--- src/rtl/alarm_clk_pkg.sv ---
// Shared types and constants for the alarm clock blocks.
// Edit-path state encoding and the edit-bus bit indices used across the design.
package alarm_clk_pkg;

  typedef enum logic [1:0] {IDLE, HOLD, REPEAT} edit_state_t;

  localparam int EDIT_HR  = 1;
  localparam int EDIT_MIN = 0;

  function automatic int unsigned max_u(input int unsigned a, input int unsigned b);
    return (a > b) ? a : b;
  endfunction

endpackage

--- src/rtl/edit_ctrl.sv ---
// Edit-button controller: one step per press, then auto-repeat while held.
// Only one button owns the edit path at a time; all outputs are registered.
module edit_ctrl
  import alarm_clk_pkg::*;
#(
  parameter int unsigned HOLD_CYC   = 100_000_000,
  parameter int unsigned REPEAT_CYC = 20_000_000
) (
  input  logic       clk,
  input  logic       reset,
  input  logic [1:0] btns,
  input  logic       mode,
  output logic [1:0] edit_pulses,
  output logic       busy,
  output logic       repeating
);

  localparam int unsigned CntMax = max_u(HOLD_CYC, REPEAT_CYC);
  localparam int unsigned CntW   = (CntMax > 1) ? $clog2(CntMax) : 1;
  localparam logic [CntW-1:0] HoldLast   = CntW'(HOLD_CYC - 1);
  localparam logic [CntW-1:0] RepeatLast = CntW'(REPEAT_CYC - 1);

  edit_state_t     state, state_d;
  logic [1:0]      btns_q, rise, pulse_d;
  logic            mode_q;
  logic            owner, owner_d;
  logic            busy_d, rep_d, abort;
  logic [CntW-1:0] cnt, cnt_d;

  always_comb begin
    rise    = btns & ~btns_q;
    // Release or mode change wins over a terminal count on the same edge.
    abort   = !btns[owner] || (mode != mode_q);
    state_d = state;
    owner_d = owner;
    cnt_d   = cnt;
    pulse_d = '0;
    busy_d  = busy;
    rep_d   = repeating;
    unique case (state)
      IDLE: begin
        if (rise != 2'b00) begin
          owner_d          = rise[EDIT_HR];
          pulse_d[owner_d] = 1'b1;
          cnt_d            = '0;
          state_d          = HOLD;
          busy_d           = 1'b1;
          rep_d            = 1'b0;
        end
      end
      HOLD: begin
        if (abort) begin
          state_d = IDLE;
          cnt_d   = '0;
          busy_d  = 1'b0;
          rep_d   = 1'b0;
        end else if (cnt == HoldLast) begin
          pulse_d[owner] = 1'b1;
          cnt_d          = '0;
          state_d        = REPEAT;
          rep_d          = 1'b1;
        end else begin
          cnt_d = cnt + CntW'(1);
        end
      end
      REPEAT: begin
        if (abort) begin
          state_d = IDLE;
          cnt_d   = '0;
          busy_d  = 1'b0;
          rep_d   = 1'b0;
        end else if (cnt == RepeatLast) begin
          pulse_d[owner] = 1'b1;
          cnt_d          = '0;
        end else begin
          cnt_d = cnt + CntW'(1);
        end
      end
      default: begin
        state_d = IDLE;
        cnt_d   = '0;
        busy_d  = 1'b0;
        rep_d   = 1'b0;
      end
    endcase
  end

  // btns_q resets to all-ones so a button held through reset yields no edge.
  always_ff @(posedge clk or posedge reset) begin
    if (reset) begin
      btns_q      <= 2'b11;
      mode_q      <= 1'b0;
      state       <= IDLE;
      owner       <= 1'b0;
      cnt         <= '0;
      edit_pulses <= 2'b00;
      busy        <= 1'b0;
      repeating   <= 1'b0;
    end else begin
      btns_q      <= btns;
      mode_q      <= mode;
      state       <= state_d;
      owner       <= owner_d;
      cnt         <= cnt_d;
      edit_pulses <= pulse_d;
      busy        <= busy_d;
      repeating   <= rep_d;
    end
  end

endmodule

--- config.mk ---
export PLATFORM = sky130hd
export DESIGN_NAME = edit_ctrl
export DESIGN_NICKNAME = d
export VERILOG_FILES = /design/src/rtl/alarm_clk_pkg.sv /design/src/rtl/edit_ctrl.sv
export SDC_FILE = /design/constraint.sdc
export NUM_CORES = 1
export LEC_CHECK = 0
export BUFFER_PORTS_ARGS = -buffer_cell sky130_fd_sc_hd__buf_2
export CAP_MARGIN = 0
export CORE_MARGIN = 2
export CORE_UTILIZATION = 65
export CTS_CLUSTER_DIAMETER = 80
export DETAILED_ROUTE_END_ITERATION = 12
export PLACE_DENSITY = 0.83
export SLEW_MARGIN = 20
export SYNTH_ARGS = -nofsm -noshare
export SYNTH_HDL_FRONTEND = slang
export SYNTH_SLANG_ARGS = --single-unit
--- constraint.sdc ---
create_clock -name clk -period 4.5 [get_ports clk]
set_clock_uncertainty 0.2 [all_clocks]
set_input_delay 0.225 -clock clk [delete_from_list [all_inputs] [get_ports clk]]
set_output_delay 0.225 -clock clk [all_outputs]
set_load 0.1 [all_outputs]
# [Yosys cells after proc, flatten, opt, wreduce, memory -nomap -nowiden]
# Index checks and enable logic that the tools add are counted.
[word_totals] reg_bits=37 wordCells=64
[classes] add_sub_neg=1 magnitude_cmp=4 eq_ne=9 mux=30 bitwise_logic=2 n_reduce_logical=10
[op_table] operator="$mux W27" count=5
[op_table] operator="$pmux W27 S3" count=1
[op_table] operator="$add A27 B1 Y27 const B" count=1
[op_table] operator="$eq A27 B25 Y1 const B" count=1
[op_table] operator="$eq A27 B27 Y1 const B" count=1
[op_table] operator="$mux W2" count=9
[op_table] operator="$pmux W2 S3" count=2
[op_table] operator="$mux W1" count=9
[op_table] operator="$lt A1 B2 Y1 const B" count=2
[op_table] operator="$ne A2 B2 Y1 const B" count=2
[op_table] operator="$reduce_and A2 Y1" count=2
[op_table] operator="$ne A3 B3 Y1 const B" count=1
[op_table] operator="$pmux W1 S3" count=1
[op_table] operator="$reduce_and A3 Y1" count=1
[op_table] operator="$and A2 B2 Y2" count=1
[op_table] operator="$demux W1 S1" count=2
[op_table] operator="$eq A2 B1 Y1 const B" count=1
[op_table] operator="$eq A2 B2 Y1 const B" count=1
[op_table] operator="$ge A1 B1 Y1 const B" count=2
[op_table] operator="$logic_and A1 B1 Y1" count=2
[op_table] operator="$logic_not A2 Y1" count=1
[op_table] operator="$ne A2 B1 Y1 const B" count=1
[op_table] operator="$not A2 Y2" count=1
[op_table] operator="$pmux W1 S2" count=1
[op_table] operator="5 further kinds" count=5

# [Longest topological paths before layout]
# Gate-level depths: netlist (run 1).
[depth] depth_word=8 depth_mapped=8 mapped_depth_nobuf=7

# [Least setup slack after synthesis (run 1)]
# Ideal clock, no wire load.
[synth_path] path_kind="register to register" from="register repeating (netlist name)" to="register state[0]" setup_time_ps=128 arrival_time_ps=2278 setup_slack_ps=1894 path_stages_with_launch=9 path_buffers=1 synth_period_minus_slack_ps=2606 path_cell_list="dfrtp_1 > inv_1 > ha_1 > inv_1 > or3_1 > clkbuf_1 > nand2_1 > o21ai_0 > o31ai_1"
[synth_lines] element="to (signal assigned)" line="edit_ctrl.sv:102" text="state <= state_d;"
[synth_lines] element="to (decl)" line="edit_ctrl.sv:23" text="edit_state_t state, state_d;"

# [Final worst setup path (run 1)]
[layout_path] from="register cnt[0]" to="register cnt[20]"
[layout_between] elab_chain_len=4 word_cells_on_any_way=8 cone_classes="add/sub: 1; eq/ne: 2; mux: 5"
[layout_lines] element="from (decl)" line="edit_ctrl.sv:28" text="logic [CntW-1:0] cnt, cnt_d;"
[layout_lines] element="from (signal assigned)" line="edit_ctrl.sv:104" text="cnt <= cnt_d;"
[layout_lines] element="$add A27 B1 Y27, or another cell as far along" line="edit_ctrl.sv:63, edit_ctrl.sv:76"
[layout_lines] element="$mux W27, on equally long branches" line="edit_ctrl.sv:72, edit_ctrl.sv:57"
[layout_lines] element="$mux W27, on equally long branches" line="edit_ctrl.sv:67, edit_ctrl.sv:52"
[layout_lines] element="$pmux W27 S3 *" line="edit_ctrl.sv:40" text="unique case (state)"
# Every way passes the cells marked *; elsewhere a longest branch is shown, timed or not.
# A chain may end at the register's enable or synchronous reset.

==> results of run 1 <==
==> per-layer routing <==
| metal | up-vias | part of all wire |
|---|---|---|
| li1 | 882 | - |
| met1 | 864 | 0.46 |
| met2 | 41 | 0.47 |
| met3 | 14 | 0.035 |
| met4 | 0 | 0.032 |
| met5 | - | 0 |
==> what timing repair did <==
item | CTS | global route
setup buffers | 0 | 0
hold buffers | 4 | 0
endpoints found under the hold margin | 37 | 0
==> cell type report <==
type,count,area share
timing repair buffer,14,0.0401
inverter,7,0.0111
sequential,36,0.381
multi-input combinational,177,0.518
clock buffer,8,0.0248
tap,46,0.0243
==> logic make-up (layout without fill, tap and decap cells) <==
kind of cell / after synthesis / in the layout / share of synthesized area
and+or+nand+nor: 108 / 108 / 0.294
xor gates and xnor gates: 11 / 11 / 0.0434
buffers and inverters: 19 / 29 / 0.0400
AOI/OAI and AO/OA: 50 / 50 / 0.174
adders and majority gates: 5 / 5 / 0.0282
muxes: 3 / 3 / 0.0141
DFF: 36 / 36 / 0.407
==> cell usage in the layout (no fill, tap or decap), drive strengths merged, types with 2 or more instances in the layout <==
cell type    netlist  routed
xnor2              6       6
and3               7       7
nand3             14      14
nor4               8       8
nand4             10      10
a21oi             15      15
mux2i              2       2
inv                7       7
dfstp              2       2
buf                7      10
a41oi              3       3
ha                 5       5
nor3               8       8
nor2b              4       4
nand2b             2       2
o311ai             2       2
o221ai             6       6
o2111ai            3       3
nor2               7       7
or3                4       4
o31ai              2       2
o21ai             10      10
dfrtp             34      34
dlygate4sd3        0       4
and2               5       5
clkbuf             5       8
nand4b             3       3
and4               4       4
xor2               5       5
a22oi              3       3
nand2             30      30
==> stage by stage <==
step,setup slack [ns],utilization,hold WS [ns]
after floorplan,1.89,-,0.0295
after global placement,1.75,0.686,0.144
after detailed placement,1.63,0.686,0.149
after CTS,1.62,0.716,0.310
after global routing,1.36,0.716,0.316
final,1.63,0.716,0.338
==> registers in the layout, indices dropped and copies added, names as in the netlist <==
| register | flops |
|---|---|
| cnt | 27 |
| edit_pulses | 2 |
| repeating | 1 |
| owner | 1 |
| state | 1 |
| btns_q | 2 |
| busy | 1 |
| mode_q | 1 |
==> power by group through the flow <==
| stage | clock [W] | sequential (W) | combinational, W |
|---|---|---|---|
| final | 0.000181 | 0.000358 | 0.000232 |
| after global routing | 0.000201 | 0.000361 | 0.000254 |
| after CTS | 0.000186 | 0.000358 | 0.000232 |
| after detailed placement | 0 | 0.000364 | 0.000229 |
| after global placement | 0 | 0.000363 | 0.000224 |
| after floorplan | 0 | 0.000414 | 0.000135 |
==> worst paths after layout <==
path / cells after the start / from / slack [ns] / endpoint
setup / recovery: 6 / cnt[0]$_DFFE_PP0P_ / 1.63 / cnt[20]$_DFFE_PP0P_
hold / removal: 2 / busy$_DFFE_PP0P_ / 0.34 / busy$_DFFE_PP0P_
setup reg to reg: 6 / cnt[0]$_DFFE_PP0P_ / 1.63 / cnt[20]$_DFFE_PP0P_
hold reg to reg: 2 / busy$_DFFE_PP0P_ / 0.34 / busy$_DFFE_PP0P_
max in group asynchronous: 4 / reset / 3.40 / btns_q[0]$_DFF_PP1_
min in group asynchronous: 4 / reset / 0.35 / cnt[7]$_DFFE_PP0P_
==> critical path, delay by kind of cell (launching register included) <==
kind                       cells  cell delay (ns)
adders and majority gates      1             0.23
AOI/OAI and AO/OA              3             1.43
DFF                            1             0.40
and+or+nand+nor                2             0.44
==> results.py, run 1 <==
metrics = {
    "outcome": {
        "status": "finished, final reports clean",
    },
    "sta": {
        "fmax_mhz": 349,
        "maxSlewHeadroom": 0.348,
        "finalHoldViolCount": 0,
        "worst_slew_pin_slew_ns": 0.978,
        "min_period_ns": 2.87,
        "setup_viol": 0,
        "slew_violations": 0,
        "grt_setup_unrepaired": "false",
        "finalCritPeriodShare": 0.637,
        "tns_ns": 0,
    },
    "power_and_ir_drop": {
        "switching_share": 0.387,
        "p_switching_w": 0.000298,
        "power_density_nw_per_um2": 325,
        "total_power_w": 0.000771,
        "p_seq_frac": 0.464,
        "p_leak_nw": 0.987,
        "peakVddDrop_mv": 0.198,
        "comb_power_share": 0.301,
        "p_int_w": 0.000473,
        "clockPowerShare": 0.235,
    },
    "clocking": {
        "h-tree-depth": 2,
        "cts_buffers": 5,
        "path_clk_slew_ns": 0.10,
        "clockRootBuffer": "clkbuf_4",
        "clk_latency_ns": 0.35,
        "ctsResizeCount": 0,
        "cts.sinks": 36,
        "cts_tree": "yes",
        "clk_path_buf_depth": 2,
    },
    "floorplan": {
        "start_util": 0.671,
        "core.rowCount": 21,
        "fp.dieArea_sq_um": 3900,
        "fp.dieW_um": 62.5,
        "io_pins": 9,
        "core-area_sq_um": 3310,
        "dieHeight_um": 62.5,
    },
    "yosys": {
        "yosys.area.top_type": "dfrtp_1",
        "synth.most_common_cell": "dfrtp_1",
        "synthArstFlopShare": 1.00,
        "synth_edf_count": 0,
        "syn_area_sq_um": 2220,
        "ys_warn_count": 0,
        "synthTopCellsByArea": "dfrtp_1 (38%), nand2_1 (5.1%), a21oi_1 (3.4%), ha_1 (2.8%), nand4_1 (2.5%)",
        "synth.ff_latch_count": 36,
        "syn_area_per_cell_sq_um": 9.57,
        "yosys_most_used_dff": "dfrtp_1",
        "syn_inst": 232,
        "synth.top_cell.area_share": 0.383,
        "synthTopCellsByCount": "dfrtp_1 (34), nand2_1 (30), a21oi_1 (15)",
        "synth.distinct_cells": 54,
        "yosysSeqAreaShare": 0.407,
        "synth_fp_nets": 242,
    },
    "critical_path": {
        "cp-end-kind": "register",
        "crit_arrival_ns": 2.85,
        "cp_slowest_stage_delay_ns": 0.89,
        "worst-path-max-fanout": 21,
        "crit_type": "register to register",
        "startpoint_type": "register",
        "critPathRequiredTime_ns": 4.49,
        "slowest_stage": "o21ai_2",
        "path_cells": "ha_1 > nand3_1 > nor2_2 > a41oi_2 > o21ai_2 > o311ai_1",
    },
    "layout": {
        "layoutNonFillerInstCount": 288,
        "drive_above_1_share": 0.157,
        "register_area_sq_um": 903,
        "design_area_sq_um": 2370,
        "multi_input_comb_area_sq_um": 1230,
        "finalNetCount": 251,
        "area_growth_syn_to_layout_pct": 6.70,
        "antenna_cells": 0,
        "fillers": 271,
    },
    "grt": {
        "antenna_found_initial": 0,
        "grt_max_degree": 37,
        "use_met1": 0.346,
        "grtUsageMet3": 0.0559,
        "grt_pass1_vias": 1760,
        "grt.total_usage": 0.262,
        "grt_pass1_wl_um": 8070,
        "overflow": 0,
        "gr-max-usage-layer": "met2",
        "grt.met2_usage": 0.413,
    },
    "placed_design": {
        "dpl.hpwl_um": 3190,
        "io_buffer_count": 8,
        "place_area_sq_um": 2270,
        "gp_routability_congestion": 0.882,
        "place_inst": 276,
    },
    "routing": {
        "ant_nets": 0,
        "viasPerCell": 6.25,
        "wl_per_cell_um": 16.1,
        "vias": 1801,
        "firstDrtPassIters": 4,
        "wl_um": 4630,
        "drc_errors": 0,
        "drt_first_iter_violations": 129,
    },
    "run": {
        "drv_cap": 0,
    },
    "min_path": {
        "hold_class": "register to register",
    },
}
Note: power is estimated with default switching activity, not from simulation.
==> inputs of run 2 (changes only) <==
--- a/config.mk
+++ b/config.mk
@@ -5,13 +5,14 @@
 export SDC_FILE = /design/constraint.sdc
 export NUM_CORES = 1
 export LEC_CHECK = 0
+export ABC_AREA = 1
 export BUFFER_PORTS_ARGS = -buffer_cell sky130_fd_sc_hd__buf_2
 export CAP_MARGIN = 0
 export CORE_MARGIN = 2
-export CORE_UTILIZATION = 65
+export CORE_UTILIZATION = 56
 export CTS_CLUSTER_DIAMETER = 80
 export DETAILED_ROUTE_END_ITERATION = 12
-export PLACE_DENSITY = 0.83
+export PLACE_DENSITY = 0.76
 export SLEW_MARGIN = 20
 export SYNTH_ARGS = -nofsm -noshare
 export SYNTH_HDL_FRONTEND = slang
==> constraint.sdc (replaced) <==
create_clock -name clk -period 2.4 [get_ports clk]
set_clock_uncertainty 0.2 [all_clocks]
set_input_delay 0.12 -clock clk [delete_from_list [all_inputs] [get_ports clk]]
set_output_delay 0.12 -clock clk [all_outputs]
set_load 0.1 [all_outputs]
==> results.py, run 2 <==
metrics = {
    "outcome": {
        "status": "finished, final reports clean",
    },
    "clocking": {
        "clk_latency_ns": 0.30,
        "clockRootBuffer": "clkbuf_8",
        "h-tree-depth": 2,
        "cts.sinks": 36,
        "cts_hold_buf": 4,
        "cts_tree": "yes",
        "clk_path_buf_depth": 2,
        "ctsResizeCount": 0,
        "cts_buffers": 5,
        "path_clk_slew_ns": 0.08,
        "cts_setup_buffers": 0,
    },
    "yosys": {
        "ys_warn_count": 0,
        "synthTopCellsByCount": "nand2_1 (76), inv_1 (43), nor2_1 (36)",
        "syn_area_sq_um": 2410,
        "synth_simple_gate_area_frac": 0.348,
        "yosysSeqAreaShare": 0.375,
        "synth.ff_latch_count": 36,
        "synth_adder_area_share": 0.0260,
        "synth.most_common_cell": "nand2_1",
        "synth.top_cell.area_share": 0.354,
        "synthArstFlopShare": 1.00,
        "synth_fp_nets": 334,
        "synthMuxAreaShare": 0,
        "yosys.area.top_type": "dfrtp_1",
        "yosys_most_used_dff": "dfrtp_1",
        "synth_edf_count": 0,
        "synth_compound_area_frac": 0.121,
        "syn_inst": 324,
        "syn_area_per_cell_sq_um": 7.43,
        "post_synth_xor_area_fraction": 0.0364,
        "synthTopCellsByArea": "dfrtp_1 (35%), nand2_1 (12%), a21oi_2 (7.3%), nand3_1 (6.9%), inv_1 (6.7%)",
        "synth.distinct_cells": 29,
        "synth_top_family_by_area": "simple AND/OR/NAND/NOR gates",
    },
    "routing": {
        "wl_um": 5370,
        "wl_per_cell_um": 13.8,
        "vias": 2105,
        "ant_nets": 0,
        "drc_errors": 0,
        "viasPerCell": 5.40,
        "firstDrtPassIters": 7,
        "drt_first_iter_violations": 217,
    },
    "placed_design": {
        "gp_routability_congestion": 1.04,
        "dpl.hpwl_um": 4020,
        "place_area_sq_um": 2480,
        "io_buffer_count": 8,
    },
    "critical_path": {
        "cp_slowest_stage_delay_ns": 0.39,
        "critPathRequiredTime_ns": 2.36,
        "path_common_cell": "nand2_4",
        "startpoint_type": "register",
        "worst-path-max-fanout": 22,
        "cp-end-kind": "register",
        "path_cells": "ha_1 > nand2_2 > nor2_4 > nand2_4 > nor2_2 > nand2_1 > nand2_2 > nand2_4 > nand2_4 > a21oi_1",
        "crit_type": "register to register",
        "crit_buf_inv": 0,
        "critPathTopFamily": "simple AND/OR/NAND/NOR gates",
        "crit_arrival_ns": 1.98,
        "slowest_stage": "dfrtp_1",
    },
    "power_and_ir_drop": {
        "total_power_w": 0.00183,
        "p_leak_nw": 1.13,
        "peakVddDrop_mv": 0.707,
        "power_density_nw_per_um2": 698,
    },
    "sta": {
        "slew_violations": 0,
        "worst_slew_pin_slew_ns": 0.679,
        "grt_setup_unrepaired": "false",
        "finalCritPeriodShare": 0.842,
        "maxSlewHeadroom": 0.547,
        "fmax_mhz": 495,
        "setup_viol": 0,
        "min_period_ns": 2.02,
        "finalHoldViolCount": 0,
        "tns_ns": 0,
    },
    "floorplan": {
        "core-area_sq_um": 4060,
        "fp.dieArea_sq_um": 4840,
        "fp.dieW_um": 69.5,
        "start_util": 0.593,
        "core.rowCount": 23,
        "io_pins": 9,
        "dieHeight_um": 69.5,
    },
    "layout": {
        "reg.largest.list": "cnt: 27 flops, btns_q: 2 flops, edit_pulses: 2 flops",
        "finalNetCount": 349,
        "final_util": 0.645,
        "design_area_sq_um": 2620,
        "regMostFlops": "cnt",
        "largest_reg_flops": 27,
        "area_growth_syn_to_layout_pct": 8.74,
        "drive_above_1_share": 0.162,
        "antenna_cells": 0,
        "final_common_cell": "nand2_1",
        "layout_common_cells": "nand2_1 (76), inv_1 (43), nor2_1 (36), nand3_1 (33), dfrtp_1 (33)",
    },
    "run": {
        "drv_cap": 0,
    },
    "grt": {
        "grt_pass1_vias": 2043,
        "overflow": 0,
        "grt.total_usage": 0.240,
        "grt_pass1_wl_um": 9210,
        "antenna_found_initial": 0,
        "grt_max_degree": 44,
    },
    "min_path": {
        "hold_class": "input port to asynchronous set/reset pin",
    },
}
run 2: cell types whose count changed after synthesis, sizes merged, moves of 4 or more:
cell and change:
and2 -4, o221ai -6, and3 -7, nor4 -8, o21ai +4, a21oi +11
nand2 +54, nand3 +20, or3 -4, and4 -4, nor2 +34, inv +36
run 2: where the power goes:
part | internal (W) | total, W | switching, W
Combinational | 0.000149 | 0.000678 | 0.000528
Clock | 0.000233 | 0.000461 | 0.000227
Sequential | 0.000655 | 0.000689 | 0.0000336
run 2: metal layers:
metal  vias to the layer above  GRT usage  wire [um]
li1                       1073          -          -
met1                       952      0.317       2430
met3                        16     0.0523        331
met4                         0     0.0980        171
met5                         -          0          0
met2                        64      0.384       2430
run 2: area by class of cell:
| type | count | area [sq um] |
|---|---|---|
| Clock inverter | 1 | 7.51 |
| Sequential cell | 36 | 905 |
| Clock buffer | 7 | 86.3 |
| Tap cell | 50 | 62.6 |
| Fill cell | 370 | 1440 |
| Inverter | 43 | 161 |
| Multi-Input combinational cell | 238 | 1280 |
| Timing Repair Buffer | 15 | 115 |
run 2: worst paths after layout:
kind	endpoint	depth (start not counted)	slack, ns	start
worst max-delay path	cnt[24]$_DFFE_PP0P_	10	0.38	cnt[0]$_DFFE_PP0P_
worst min-delay path	cnt[3]$_DFFE_PP0P_	3	0.25	reset
worst max register to register	cnt[24]$_DFFE_PP0P_	10	0.38	cnt[0]$_DFFE_PP0P_
worst min register to register	cnt[0]$_DFFE_PP0P_	1	0.33	cnt[0]$_DFFE_PP0P_
max in group asynchronous	cnt[11]$_DFFE_PP0P_	4	1.02	reset
min in group clk	btns_q[1]$_DFF_PP1_	2	0.28	btns[1]
run 2: tightest hold or removal path, delay by kind of cell:
kind	cells	cell delay, ns
buf+inv	3	1.14
run 2: cell families (layout without fill, tap and decap cells):
group	Yosys count	in the layout
buffers and inverters	50	66
DFF	36	36
AOI/OAI and AO/OA	42	42
adders and majority gates	5	5
xor gates and xnor gates	10	10
and+or+nand+nor	181	181
run 2: metrics by stage:
| step | hold WS, ns | worst slack, ns | cells |
|---|---|---|---|
| global route | 0.298 | 0.211 | 390 |
| finish | 0.255 | 0.380 | 390 |
| floorplan | -0.0755 | 0.225 | 324 |
| detailed placement | 0.0480 | 0.402 | 378 |
| global placement | 0.0445 | 0.472 | 378 |
| CTS | 0.275 | 0.381 | 390 |
==> inputs of run 3 (changes only) <==
--- a/config.mk
+++ b/config.mk
@@ -9,10 +9,10 @@
 export BUFFER_PORTS_ARGS = -buffer_cell sky130_fd_sc_hd__buf_2
 export CAP_MARGIN = 0
 export CORE_MARGIN = 2
-export CORE_UTILIZATION = 56
+export CORE_UTILIZATION = 62
 export CTS_CLUSTER_DIAMETER = 80
 export DETAILED_ROUTE_END_ITERATION = 12
-export PLACE_DENSITY = 0.76
+export PLACE_DENSITY = 0.8
 export SLEW_MARGIN = 20
 export SYNTH_ARGS = -nofsm -noshare
 export SYNTH_HDL_FRONTEND = slang
==> constraint.sdc (replaced) <==
create_clock -name clk -period 2.06 [get_ports clk]
set_clock_uncertainty 0.2 [all_clocks]
set_input_delay 0.103 -clock clk [delete_from_list [all_inputs] [get_ports clk]]
set_output_delay 0.103 -clock clk [all_outputs]
set_load 0.1 [all_outputs]
==> results.py, run 3 (synthesis gave the netlist of run 2 again) <==
metrics = {
    "routing": {
        "drt_first_iter_violations": 229,
        "wl_per_cell_um": 15.3,
        "drc_errors": 0,
        "vias": 2253,
        "viasPerCell": 5.70,
        "firstDrtPassIters": 8,
        "ant_nets": 0,
        "wl_um": 6050,
    },
    "placed_design": {
        "place_ws_ns": 0.0189,
        "place_area_sq_um": 2530,
        "io_buffer_count": 8,
        "place_inst": 382,
        "gp_routability_congestion": 1.01,
        "dpl.hpwl_um": 4230,
    },
    "critical_path": {
        "cp-end-kind": "register",
        "cp-startpoint": "repeating$_DFFE_PP0P_",
        "worst-path-max-fanout": 5,
        "crit_type": "register to register",
        "reg2reg_depth": 8,
        "startpoint_type": "register",
        "r2r_start": "repeating$_DFFE_PP0P_",
        "crit_arrival_ns": 1.92,
        "critPathRequiredTime_ns": 2.04,
    },
    "sta": {
        "worst_slew_pin_slew_ns": 0.475,
        "finalCritPeriodShare": 0.941,
        "setup_viol": 0,
        "grt_setup_unrepaired": "false",
        "layout_setup_ws_ns": 0.121,
        "fmax_mhz": 516,
        "finalHoldViolCount": 0,
        "min_period_ns": 1.94,
        "slew_violations": 0,
        "maxSlewHeadroom": 0.683,
    },
    "layout": {
        "antenna_cells": 0,
        "final_common_cell": "nand2_1",
        "design_area_sq_um": 2710,
        "area_growth_syn_to_layout_pct": 12.8,
        "fillers": 301,
        "drive_above_1_share": 0.187,
        "layoutNonFillerInstCount": 395,
        "finalNetCount": 356,
        "reg.largest.list": "cnt: 27 flops, btns_q: 2 flops, edit_pulses: 2 flops",
        "largest_reg_flops": 27,
        "regMostFlops": "cnt",
        "layout_common_cells": "nand2_1 (76), inv_1 (43), nor2_1 (36), nand3_1 (33), dfrtp_1 (33)",
    },
    "min_path": {
        "hold_class": "input port to asynchronous set/reset pin",
    },
    "grt": {
        "antenna_found_initial": 0,
        "grt_max_degree": 37,
        "grt_pass1_vias": 2135,
        "grt.total_usage": 0.300,
        "overflow": 0,
        "grt_pass1_wl_um": 9720,
    },
    "floorplan": {
        "io_pins": 9,
        "core-area_sq_um": 3690,
        "fp.dieArea_sq_um": 4400,
        "start_util": 0.652,
        "fp.dieW_um": 66.3,
        "dieHeight_um": 66.3,
        "core.rowCount": 22,
    },
    "clocking": {
        "cts_tree": "yes",
        "h-tree-depth": 2,
        "clockRootBuffer": "clkbuf_8",
        "clk_latency_ns": 0.29,
        "cts.sinks": 36,
        "clk_path_buf_depth": 2,
        "path_clk_slew_ns": 0.07,
        "cts_buffers": 5,
    },
    "run": {
        "drv_cap": 0,
    },
    "power_and_ir_drop": {
        "p_leak_nw": 1.16,
        "power_density_nw_per_um2": 845,
        "peakVddDrop_mv": 1.06,
    },
    "outcome": {
        "status": "finished, final reports clean",
    },
}
run 3: cell count changes in the layout (fill, tap and decap cells not counted), moves of 2 or more:
cell	previous run	this run
nor3_1	8	6
nor3_2	0	2
buf_4	2	8
nand2_8	0	2
run 3: where the power goes:
part / internal, W / leakage (nW) / switching, W
Sequential: 0.000767 / 0.484 / 0.0000440
Clock: 0.000305 / 0.0515 / 0.000256
Combinational: 0.000221 / 0.627 / 0.000698
Total: 0.00129 / 1.16 / 0.000998
run 3: path summary, 6_finish.rpt:
check | slack [ns] | endpoint
max in group asynchronous | 1.03 | repeating$_DFFE_PP0P_
setup reg to reg | 0.12 | cnt[12]$_DFFE_PP0P_
hold / removal | 0.26 | cnt[9]$_DFFE_PP0P_
min in group clk | 0.27 | mode_q$_DFF_PP0_
setup / recovery | 0.12 | cnt[12]$_DFFE_PP0P_
hold reg to reg | 0.34 | owner$_DFFE_PP0P_
run 3: worst max-delay path: stages (launching register included):
cell and delay, ns:
dfrtp_4 0.44, inv_1 0.07, ha_1 0.24, nand3_2 0.13, inv_1 0.11, nor2_4 0.19, nand3_1 0.15, o21ai_0 0.25
a21oi_2 0.05
run 3: timing repair:
item	4_1_cts	5_1_grt
endpoints found under the setup margin	0	22
gates resized for setup	0	6
hold buffers	4	0
setup buffers	0	0
hold endpoints to repair	39	0
run 3: per-layer routing:
layer | vias to the layer above | GRT usage | routed length (um) | share of wire
met3 | 17 | 0.0596 | 467 | 0.077
met5 | - | 0 | 0 | 0
met4 | 0 | 0.143 | 161 | 0.027
li1 | 1084 | - | - | -
met2 | 93 | 0.500 | 2970 | 0.49
met1 | 1059 | 0.370 | 2450 | 0.40
run 3: through the flow:
step	hold slack [ns]	total power [W]	setup TNS, ns	utilization
after floorplan	-0.0925	0.00146	-0.138	-
after global placement	0.0274	0.00161	0	0.685
after detailed placement	0.0342	0.00164	0	0.685
after CTS	0.268	0.00220	0	0.723
after global routing	0.271	0.00239	0	0.736
final	0.265	0.00229	0	0.736
run 3: cell type report:
| class | instances | area [sq um] | area share |
|---|---|---|---|
| clock buffers | 8 | 100 | 0.0369 |
| inverters | 43 | 161 | 0.0595 |
| multi-input cells | 239 | 1330 | 0.488 |
| flip-flops and latches | 36 | 907 | 0.334 |
| well taps | 48 | 60.1 | 0.0221 |
| repair buffers | 21 | 160 | 0.0590 |
